--- config.mk ---
export PLATFORM = sky130hd
export DESIGN_NAME = ex_hazard_ctrl
export DESIGN_NICKNAME = d
export VERILOG_FILES = /design/src/rtl/ex_hazard_ctrl.sv
export SDC_FILE = /design/constraint.sdc
export NUM_CORES = 1
export LEC_CHECK = 0
export ABC_AREA = 1
export BUFFER_PORTS_ARGS = -buffer_cell sky130_fd_sc_hd__buf_2
export CORE_MARGIN = 1
export CORE_UTILIZATION = 30
export DETAILED_ROUTE_END_ITERATION = 12
export PLACE_DENSITY = 0.59
export SYNTH_ARGS = -nofsm -noshare
export SYNTH_HDL_FRONTEND = slang
export SYNTH_SLANG_ARGS = --single-unit
--- constraint.sdc ---
create_clock -name clk -period 1.4 [get_ports clk]
set_clock_uncertainty 0.05 [all_clocks]
set_input_delay 0.21 -clock clk [delete_from_list [all_inputs] [get_ports clk]]
set_output_delay 0.21 -clock clk [all_outputs]
set_load 0.005 [all_outputs]
--- src/rtl/ex_hazard_ctrl.sv ---
// EX-stage hazard controller: tracks a shadow copy of the EX/MEM/WB slots, detects
// load-use hazards, sequences stall/flush cycles and produces registered forward selects.
module ex_hazard_ctrl #(
  parameter int REG_DIR_WIDTH = 3,
  parameter int CNT_WIDTH     = 16
) (
  input  logic                     clk,
  input  logic                     reset_n,
  input  logic                     id_valid,
  input  logic [REG_DIR_WIDTH-1:0] id_rs,
  input  logic [REG_DIR_WIDTH-1:0] id_rt,
  input  logic                     id_uses_rt,
  input  logic [REG_DIR_WIDTH-1:0] id_dst,
  input  logic                     id_regwrite,
  input  logic                     id_memread,
  input  logic                     ex_branch_taken,
  output logic [1:0]               Forward_A,
  output logic [1:0]               Forward_B,
  output logic                     pc_write,
  output logic                     ifid_write,
  output logic                     idex_bubble,
  output logic                     ifid_flush,
  output logic [CNT_WIDTH-1:0]     stall_cnt,
  output logic [CNT_WIDTH-1:0]     flush_cnt
);

  localparam logic [1:0] ST_RUN      = 2'd0;
  localparam logic [1:0] ST_LD_STALL = 2'd1;
  localparam logic [1:0] ST_BR_FLUSH = 2'd2;

  localparam logic [CNT_WIDTH-1:0] CNT_ONE = {{(CNT_WIDTH-1){1'b0}}, 1'b1};
  localparam logic [CNT_WIDTH-1:0] CNT_MAX = {CNT_WIDTH{1'b1}};
  localparam logic [REG_DIR_WIDTH-1:0] REG_ZERO = '0;

  logic [1:0]               r_state;
  logic                     r_ex_valid;
  logic [REG_DIR_WIDTH-1:0] r_ex_dst;
  logic                     r_ex_regwrite;
  logic                     r_ex_memread;
  logic                     r_mem_valid;
  logic [REG_DIR_WIDTH-1:0] r_mem_dst;
  logic                     r_mem_regwrite;
  logic                     r_wb_valid;
  logic [REG_DIR_WIDTH-1:0] r_wb_dst;
  logic                     r_wb_regwrite;
  logic [1:0]               r_fwd_a;
  logic [1:0]               r_fwd_b;
  logic [CNT_WIDTH-1:0]     r_stall_cnt;
  logic [CNT_WIDTH-1:0]     r_flush_cnt;

  logic       w_load_use;
  logic [1:0] w_next_state;
  logic       w_ex_fwd_ok;
  logic       w_mem_fwd_ok;
  logic [1:0] w_fwd_a;
  logic [1:0] w_fwd_b;
  logic       w_unused_wb;

  // The WB slot mirrors the real pipeline but nothing here consumes it yet.
  assign w_unused_wb = &{1'b0, r_wb_valid, r_wb_dst, r_wb_regwrite};

  assign w_load_use = r_ex_valid & r_ex_memread & (r_ex_dst != REG_ZERO) & id_valid &
                      ((r_ex_dst == id_rs) | (id_uses_rt & (r_ex_dst == id_rt)));

  // A taken branch wins over a load-use hazard; both special states last one cycle.
  always_comb begin
    w_next_state = ST_RUN;
    if (r_state == ST_RUN) begin
      if (ex_branch_taken) begin
        w_next_state = ST_BR_FLUSH;
      end else if (w_load_use) begin
        w_next_state = ST_LD_STALL;
      end
    end
  end

  assign w_ex_fwd_ok  = r_ex_valid & r_ex_regwrite & (r_ex_dst != REG_ZERO);
  assign w_mem_fwd_ok = r_mem_valid & r_mem_regwrite & (r_mem_dst != REG_ZERO);

  always_comb begin
    w_fwd_a = 2'd0;
    w_fwd_b = 2'd0;
    if (w_ex_fwd_ok && (r_ex_dst == id_rs)) begin
      w_fwd_a = 2'd2;
    end else if (w_mem_fwd_ok && (r_mem_dst == id_rs)) begin
      w_fwd_a = 2'd1;
    end
    if (w_ex_fwd_ok && (r_ex_dst == id_rt)) begin
      w_fwd_b = 2'd2;
    end else if (w_mem_fwd_ok && (r_mem_dst == id_rt)) begin
      w_fwd_b = 2'd1;
    end
  end

  always_ff @(posedge clk or negedge reset_n) begin
    if (!reset_n) begin
      r_state        <= ST_RUN;
      r_ex_valid     <= 1'b0;
      r_ex_dst       <= '0;
      r_ex_regwrite  <= 1'b0;
      r_ex_memread   <= 1'b0;
      r_mem_valid    <= 1'b0;
      r_mem_dst      <= '0;
      r_mem_regwrite <= 1'b0;
      r_wb_valid     <= 1'b0;
      r_wb_dst       <= '0;
      r_wb_regwrite  <= 1'b0;
      r_fwd_a        <= 2'd0;
      r_fwd_b        <= 2'd0;
      r_stall_cnt    <= '0;
      r_flush_cnt    <= '0;
    end else begin
      r_state        <= w_next_state;
      r_wb_valid     <= r_mem_valid;
      r_wb_dst       <= r_mem_dst;
      r_wb_regwrite  <= r_mem_regwrite;
      r_mem_valid    <= r_ex_valid;
      r_mem_dst      <= r_ex_dst;
      r_mem_regwrite <= r_ex_regwrite;
      if (w_next_state == ST_RUN) begin
        r_ex_valid    <= id_valid;
        r_ex_dst      <= id_dst;
        r_ex_regwrite <= id_regwrite;
        r_ex_memread  <= id_memread;
        r_fwd_a       <= w_fwd_a;
        r_fwd_b       <= w_fwd_b;
      end else begin
        r_ex_valid    <= 1'b0;
        r_ex_regwrite <= 1'b0;
        r_ex_memread  <= 1'b0;
        r_fwd_a       <= 2'd0;
        r_fwd_b       <= 2'd0;
      end
      // Counters bump on entry so the count is visible during the stall/flush cycle itself.
      if ((w_next_state == ST_LD_STALL) && (r_stall_cnt != CNT_MAX)) begin
        r_stall_cnt <= r_stall_cnt + CNT_ONE;
      end
      if ((w_next_state == ST_BR_FLUSH) && (r_flush_cnt != CNT_MAX)) begin
        r_flush_cnt <= r_flush_cnt + CNT_ONE;
      end
    end
  end

  always_comb begin
    pc_write    = 1'b1;
    ifid_write  = 1'b1;
    idex_bubble = 1'b0;
    ifid_flush  = 1'b0;
    case (r_state)
      ST_LD_STALL: begin
        pc_write    = 1'b0;
        ifid_write  = 1'b0;
        idex_bubble = 1'b1;
      end
      ST_BR_FLUSH: begin
        idex_bubble = 1'b1;
        ifid_flush  = 1'b1;
      end
      default: begin
      end
    endcase
  end

  assign Forward_A = r_fwd_a;
  assign Forward_B = r_fwd_b;
  assign stall_cnt = r_stall_cnt;
  assign flush_cnt = r_flush_cnt;

endmodule
==> results of run 1 <==
-- worst min-delay path, stage by stage --
cell	delay (ns)
buf_2	0.09
inv_1	0.04
nor2_1	0.03
-- synthesized netlist by cell type --
library cell,instances
nand2_2,2
ha_1,5
dfrtp_1,49
clkbuf_1,1
inv_2,2
a21oi_1,2
nor2_4,1
o311ai_0,1
buf_4,3
nand4_1,33
xor2_1,11
o21ai_0,1
buf_6,1
nor2_1,37
o21ai_1,6
nor3_1,14
nor3_2,2
nor2_2,1
xnor2_1,13
inv_1,49
nand2_1,78
nand3_1,15
nand3b_1,1
nand2_4,2
buf_2,3
-- report_power, final --
group	switching, mW	internal [mW]	total (mW)
logic	0.650	0.776	1.43
registers	0.157	1.57	1.73
clock network	0.489	0.537	1.03
-- cell type report --
cell class / instances / area share (%)
multi-input combinational: 226 / 34.5
sequential: 49 / 28.5
timing repair buffer: 151 / 26.1
inverter: 51 / 4.91
tap: 105 / 3.05
clock buffer: 6 / 1.69
clock inverter: 2 / 0.901
timing repair inverter: 2 / 0.349
-- state kept, by name, summed over array words and instances, names as in the netlist --
signal,count
r_mem_regwrite,1
r_ex_valid,1
r_state,2
r_ex_memread,1
r_ex_dst,3
r_ex_regwrite,1
stall_cnt,16
flush_cnt,16
r_mem_dst,3
r_mem_valid,1
Forward_B,2
Forward_A,2
-- routing by layer --
layer,global-route usage [%],part of all wire (%)
met2,31.4,52
met5,0,0
met4,4.35,1.3
met1,19.5,42
met3,3.00,4.3
-- how the worst min path moves through the flow --
stage,start,end,slack (ns)
after detailed placement,reset_n,flush_cnt[14]$_DFFE_PN0P_,0.17
final,id_memread,r_ex_memread$_DFF_PN0_,0.05
after floorplan,reset_n,Forward_A[0]$_DFF_PN0_,-0.14
after global placement,reset_n,flush_cnt[14]$_DFFE_PN0P_,0.17
after global routing,id_memread,r_ex_memread$_DFF_PN0_,0.05
after CTS,id_memread,r_ex_memread$_DFF_PN0_,0.04
-- cell families after synthesis --
kind of cell               Yosys count
and+or+nand+nor                    186
buffers and inverters               59
adders and majority gates            5
DFF                                 49
xor gates and xnor gates            24
AOI/OAI and AO/OA                   10
-- stage by stage --
step	hold slack [ns]	cells	setup slack, ns
after global routing	0.0487	592	-0.350
final	0.0484	592	-0.241
after global placement	0.171	559	-0.223
after CTS	0.0357	583	-0.178
after floorplan	-0.136	333	-0.123
after detailed placement	0.174	559	-0.229
-- timing repair --
item,in CTS,in global routing
pin swaps,29,22
endpoints found under the setup margin,46,48
resized for setup,55,44
cloned,4,0
setup buffers,11,12
hold endpoints to repair,49,0
hold buffers,1,0
==> results.yml, run 1 <==
clocking:
  cts_tree: "done"
  cts-root-buf: "clkbuf_8"
  cts.clk_slew.worst_paths_ns: 0.10
  cts_buffers: 5
  clkLatencyLatePin_ns: 0.31
  clock_sinks: 49
  htree_levels: 2
  cts_buffer_depth: 2
floorplan:
  die_area_sq_mm: 0.00925
  die_h_um: 96.2
  start_util_pct: 31.7
  core-area_sq_mm: 0.00838
  rows: 33
  num_io_pins: 56
  chipWidth_um: 96.2
place:
  port_buffers: 55
  hpwlAfterDp_um: 4860
  place_congestion: 0.824
  placed_area_sq_mm: 0.00361
worst_setup_path:
  worstRegToRegCells: 10
  path_common_cell: "nand2_1"
  cpPeakStageDelay_ns: 0.41
  critPathRequiredTime_ns: 1.55
  slowest_stage: "dfrtp_1"
  crit_path_start: "stall_cnt[0]$_DFFE_PN0P_"
  r2r-end: "stall_cnt[12]$_DFFE_PN0P_"
  critical_path_buf_inv_count: 1
  r2r_start: "stall_cnt[0]$_DFFE_PN0P_"
  cp.arrival_ns: 1.79
  critical-path-top-delay-family: "simple AND/OR/NAND/NOR gates"
  path_class: "reg2reg"
  crit_cells: 10
  setup.worst_path.end_class: "flip-flop"
  cp_cell_sequence: "ha_4 -> nand3_4 -> nor2_4 -> inv_2 -> nor3_4 -> nand2_2 -> nor2_4 -> nand2_1 -> nand2_1 -> nand2_1"
  worstSetupEndpoint: "stall_cnt[12]$_DFFE_PN0P_"
  critPathMaxFanout: 4
  cp-start-kind: "flip-flop"
  rrSetupSlack_ns: -0.24
cells_and_area:
  layout_common_cells: "75 x buf_4, 66 x nand2_1, 51 x buf_2, 48 x dfrtp_1, 43 x inv_1"
  fin_area_sq_mm: 0.00431
  multi_input_area_sq_mm: 0.00148
  final_util_pct: 51.4
  drive_above_1_share_pct: 45.4
  antennaDiodeCount: 0
  seq_area_sq_mm: 0.00123
  final_common_cell: "buf_4"
  final_nets: 507
  n_fill_cell: 794
  area_delta_synth_final_pct: 61.9
routing:
  via_per_inst: 4.67
  routed-via-count: 2764
  routed_wl_um: 7470
  first_pass_iters: 4
  drc_errors: 0
  ant_nets: 0
  drt_iter0_markers: 70
  routedWlPerCell_um: 12.6
synth:
  postSynthAreaPerCell_sq_um: 7.99
  yosys.area.top_type: "dfrtp_1"
  syn_area_sq_mm: 0.00266
  synth_top_family_by_area: "simple AND/OR/NAND/NOR gates"
  ys_seq_area_share_pct: 46.1
  yosysWarnings: 0
  post_synth_inst_count: 333
  synth_fp_nets: 354
  ys_top_cells_by_area: "dfrtp_1 46%, nand2_1 11%, nand4_1 7.8%, inv_1 6.9%, nor2_1 5.2%"
  synth_top_area_share_pct: 46.1
  synth-adder-area-share_pct: 2.35
  synth_compound_area_share_pct: 2.02
  synthXorXnorAreaFrac_pct: 7.90
  synthSimpleGateAreaFrac_pct: 32.5
  ys_types: 25
  synthMuxAreaShare_pct: 0
  ys_ff_latch: 49
status:
  status: "finished with violations"
  violations: "setup timing"
run:
  maxCapViolCount: 0
worst_hold_path:
  hold_path.class: "in2reg"
  whs_path_depth: 3
timing:
  min_period_ns: 1.64
  worst_slack_ns: -0.241
  setup_violations: 47
  slew-limit-headroom_pct: 53.2
  fmax_mhz: 609
  min_period_over_period_pct: 117
  tns_ns: -6.23
  rsz0062_at_grt: "yes"
  worst_pin_slew_ns: 0.693
  final_max_slew_viol_count: 0
  hold_viol: 0
grt:
  grt-ovfl-total: 0
  grt_pass1_vias: 2657
  grt_pass1_wl_um: 12000
  grt_max_degree: 50
  grtUsageTotal_pct: 16.8
  antenna_found_initial: 0
power:
  vdd_drop_max_uv: 782
  power_mw: 4.18
  power_per_cell_area_mw_per_mm2: 972
  p_leak_nw: 2.15
No activity file was read; power rests on OpenSTA's default activity.
==> run 2, diff against run 1 <==
- CORE_UTILIZATION: 30 -> 49
- PLACE_DENSITY: 0.59 -> 0.84
==> results.yml, run 2 (synthesis results as in run 1) <==
worst_setup_path:
  critPathMaxFanout: 7
  path_class: "reg2reg"
  cp_cell_sequence: "ha_4 -> nand3_4 -> inv_2 -> nand4_1 -> nand2_4 -> buf_12 -> nor2_4 -> xor2_2"
  cp.arrival_ns: 1.81
  critPathRequiredTime_ns: 1.55
  setup.worst_path.end_class: "flip-flop"
  cpPeakStageDelay_ns: 0.42
  cp-start-kind: "flip-flop"
  critical-path-top-delay-family: "simple AND/OR/NAND/NOR gates"
  slowest_stage: "dfrtp_1"
  critical_path_buf_inv_count: 2
grt:
  grt_pass1_vias: 2645
  grt_max_degree: 50
  antenna_found_initial: 0
  grtUsageTotal_pct: 27.7
  grt_pass1_wl_um: 11700
  grt-ovfl-total: 0
clocking:
  clock_sinks: 49
  clkLatencyLatePin_ns: 0.32
  htree_levels: 2
  cts.clk_slew.worst_paths_ns: 0.10
  cts_buffer_depth: 2
  cts_tree: "done"
  cts-root-buf: "clkbuf_8"
  cts_buffers: 5
floorplan:
  rows: 26
  die_h_um: 75.7
  num_io_pins: 56
  start_util_pct: 51.4
  chipWidth_um: 75.7
  die_area_sq_mm: 0.00573
  core-area_sq_mm: 0.00517
routing:
  routed-via-count: 2969
  via_per_inst: 5.61
  routed_wl_um: 8680
  drt_iter0_markers: 408
  ant_nets: 0
  first_pass_iters: 5
  drc_errors: 0
  routedWlPerCell_um: 16.4
cells_and_area:
  final_cells: 529
  area_delta_synth_final_pct: 54.4
  final_nets: 479
  fin_area_sq_mm: 0.00411
  final_util_pct: 79.4
  final_common_cell: "nand2_1"
  antennaDiodeCount: 0
  layout_common_cells: "64 x nand2_1, 53 x buf_2, 50 x buf_4, 47 x dfrtp_1, 38 x inv_1"
  drive_above_1_share_pct: 46.8
place:
  hpwlAfterDp_um: 4640
  place_congestion: 0.846
  placed_area_sq_mm: 0.00340
  dp_cells: 502
  port_buffers: 55
power:
  p_leak_nw: 2.05
  power_mw: 4.05
  vdd_drop_max_uv: 1370
  power_per_cell_area_mw_per_mm2: 987
timing:
  min_period_ns: 1.65
  setup_violations: 46
  worst_pin_slew_ns: 0.616
  rsz0062_at_grt: "yes"
  worst_slack_ns: -0.254
  slew-limit-headroom_pct: 58.4
  min_period_over_period_pct: 118
  fmax_mhz: 605
  hold_viol: 0
  final_max_slew_viol_count: 0
worst_hold_path:
  hold_path.class: "in2reg"
status:
  status: "finished with violations"
  violations: "setup timing"
run:
  maxCapViolCount: 0
-- run 2: cell types whose count changed in the layout (fill, tap and decap cells not counted), moves of 3 or more --
cell and delta:
buf_4 -25, buf_6 -4, clkinvlp_4 +4, inv_1 -5
inv_2 +3, nand2_2 -3, nand2_4 +6, nor2_1 -7
nor2_2 +6, nor3_1 -4, xnor2_1 -3, xnor2_2 +3
-- run 2: timing repair --
item,CTS,global route
pin swaps,21,22
gates cloned,3,1
gates resized for setup,58,63
hold buffers,1,0
buffers inserted,10,7
endpoints found under the hold margin,49,0
endpoints found under the setup margin,38,47
-- run 2: final timing paths --
kind	startpoint	to	slack [ns]	depth (start not counted)
max	flush_cnt[0]$_DFFE_PN0P_	flush_cnt[2]$_DFFE_PN0P_	-0.25	8
min	id_regwrite	r_ex_regwrite$_DFF_PN0_	0.04	3
max reg2reg	flush_cnt[0]$_DFFE_PN0P_	flush_cnt[2]$_DFFE_PN0P_	-0.25	8
min reg2reg	r_ex_regwrite$_DFF_PN0_	r_mem_regwrite$_DFF_PN0_	0.34	0
max in group asynchronous	reset_n	r_ex_dst[0]$_DFFE_PN0N_	0.72	3
min in group asynchronous	reset_n	r_mem_dst[2]$_DFF_PN0_	0.35	3
-- run 2: metal layers --
| layer | track usage, % | part of all wire, % | vias to the layer above |
|---|---|---|---|
| met3 | 5.42 | 7.3 | 50 |
| met4 | 11.7 | 4.4 | 0 |
| li1 | - | - | 1314 |
| met2 | 50.7 | 51 | 202 |
| met1 | 31.5 | 37 | 1403 |
| met5 | 0 | 0 | - |
-- run 2: metrics by stage --
step           TNS [ns]  worst slack [ns]  hold WS (ns)
2_1_floorplan     -1.31            -0.123        -0.136
3_3_place_gp      -1.43            -0.115         0.167
3_5_place_dp      -2.52            -0.184         0.167
4_1_cts           -2.70            -0.132        0.0308
5_1_grt          -10.14            -0.321        0.0479
6_report          -7.45            -0.254        0.0438
-- run 2: cell type report --
type                            count  area, sq um
Clock buffer                        5         68.8
Clock inverter                      3         22.5
Fill cell                         292         1060
Inverter                           51          216
Multi-Input combinational cell    226         1570
Sequential cell                    49         1230
Tap cell                           70         87.6
Timing Repair Buffer              124          902
Timing Repair inverter              1         7.51
-- run 2: report_power, final --
group / leakage, nW / internal (mW) / switching, mW / total (mW)
registers: 0.618 / 1.57 / 0.178 / 1.75
clock network: 0.0364 / 0.351 / 0.518 / 0.870
logic: 1.40 / 0.679 / 0.757 / 1.44
-- run 2: worst register-to-register path, stage by stage (launching register included) --
cell	delay, ns
dfrtp_1	0.42
ha_4	0.19
nand3_4	0.08
inv_2	0.07
nand4_1	0.17
nand2_4	0.19
buf_12	0.17
nor2_4	0.05
xor2_2	0.15
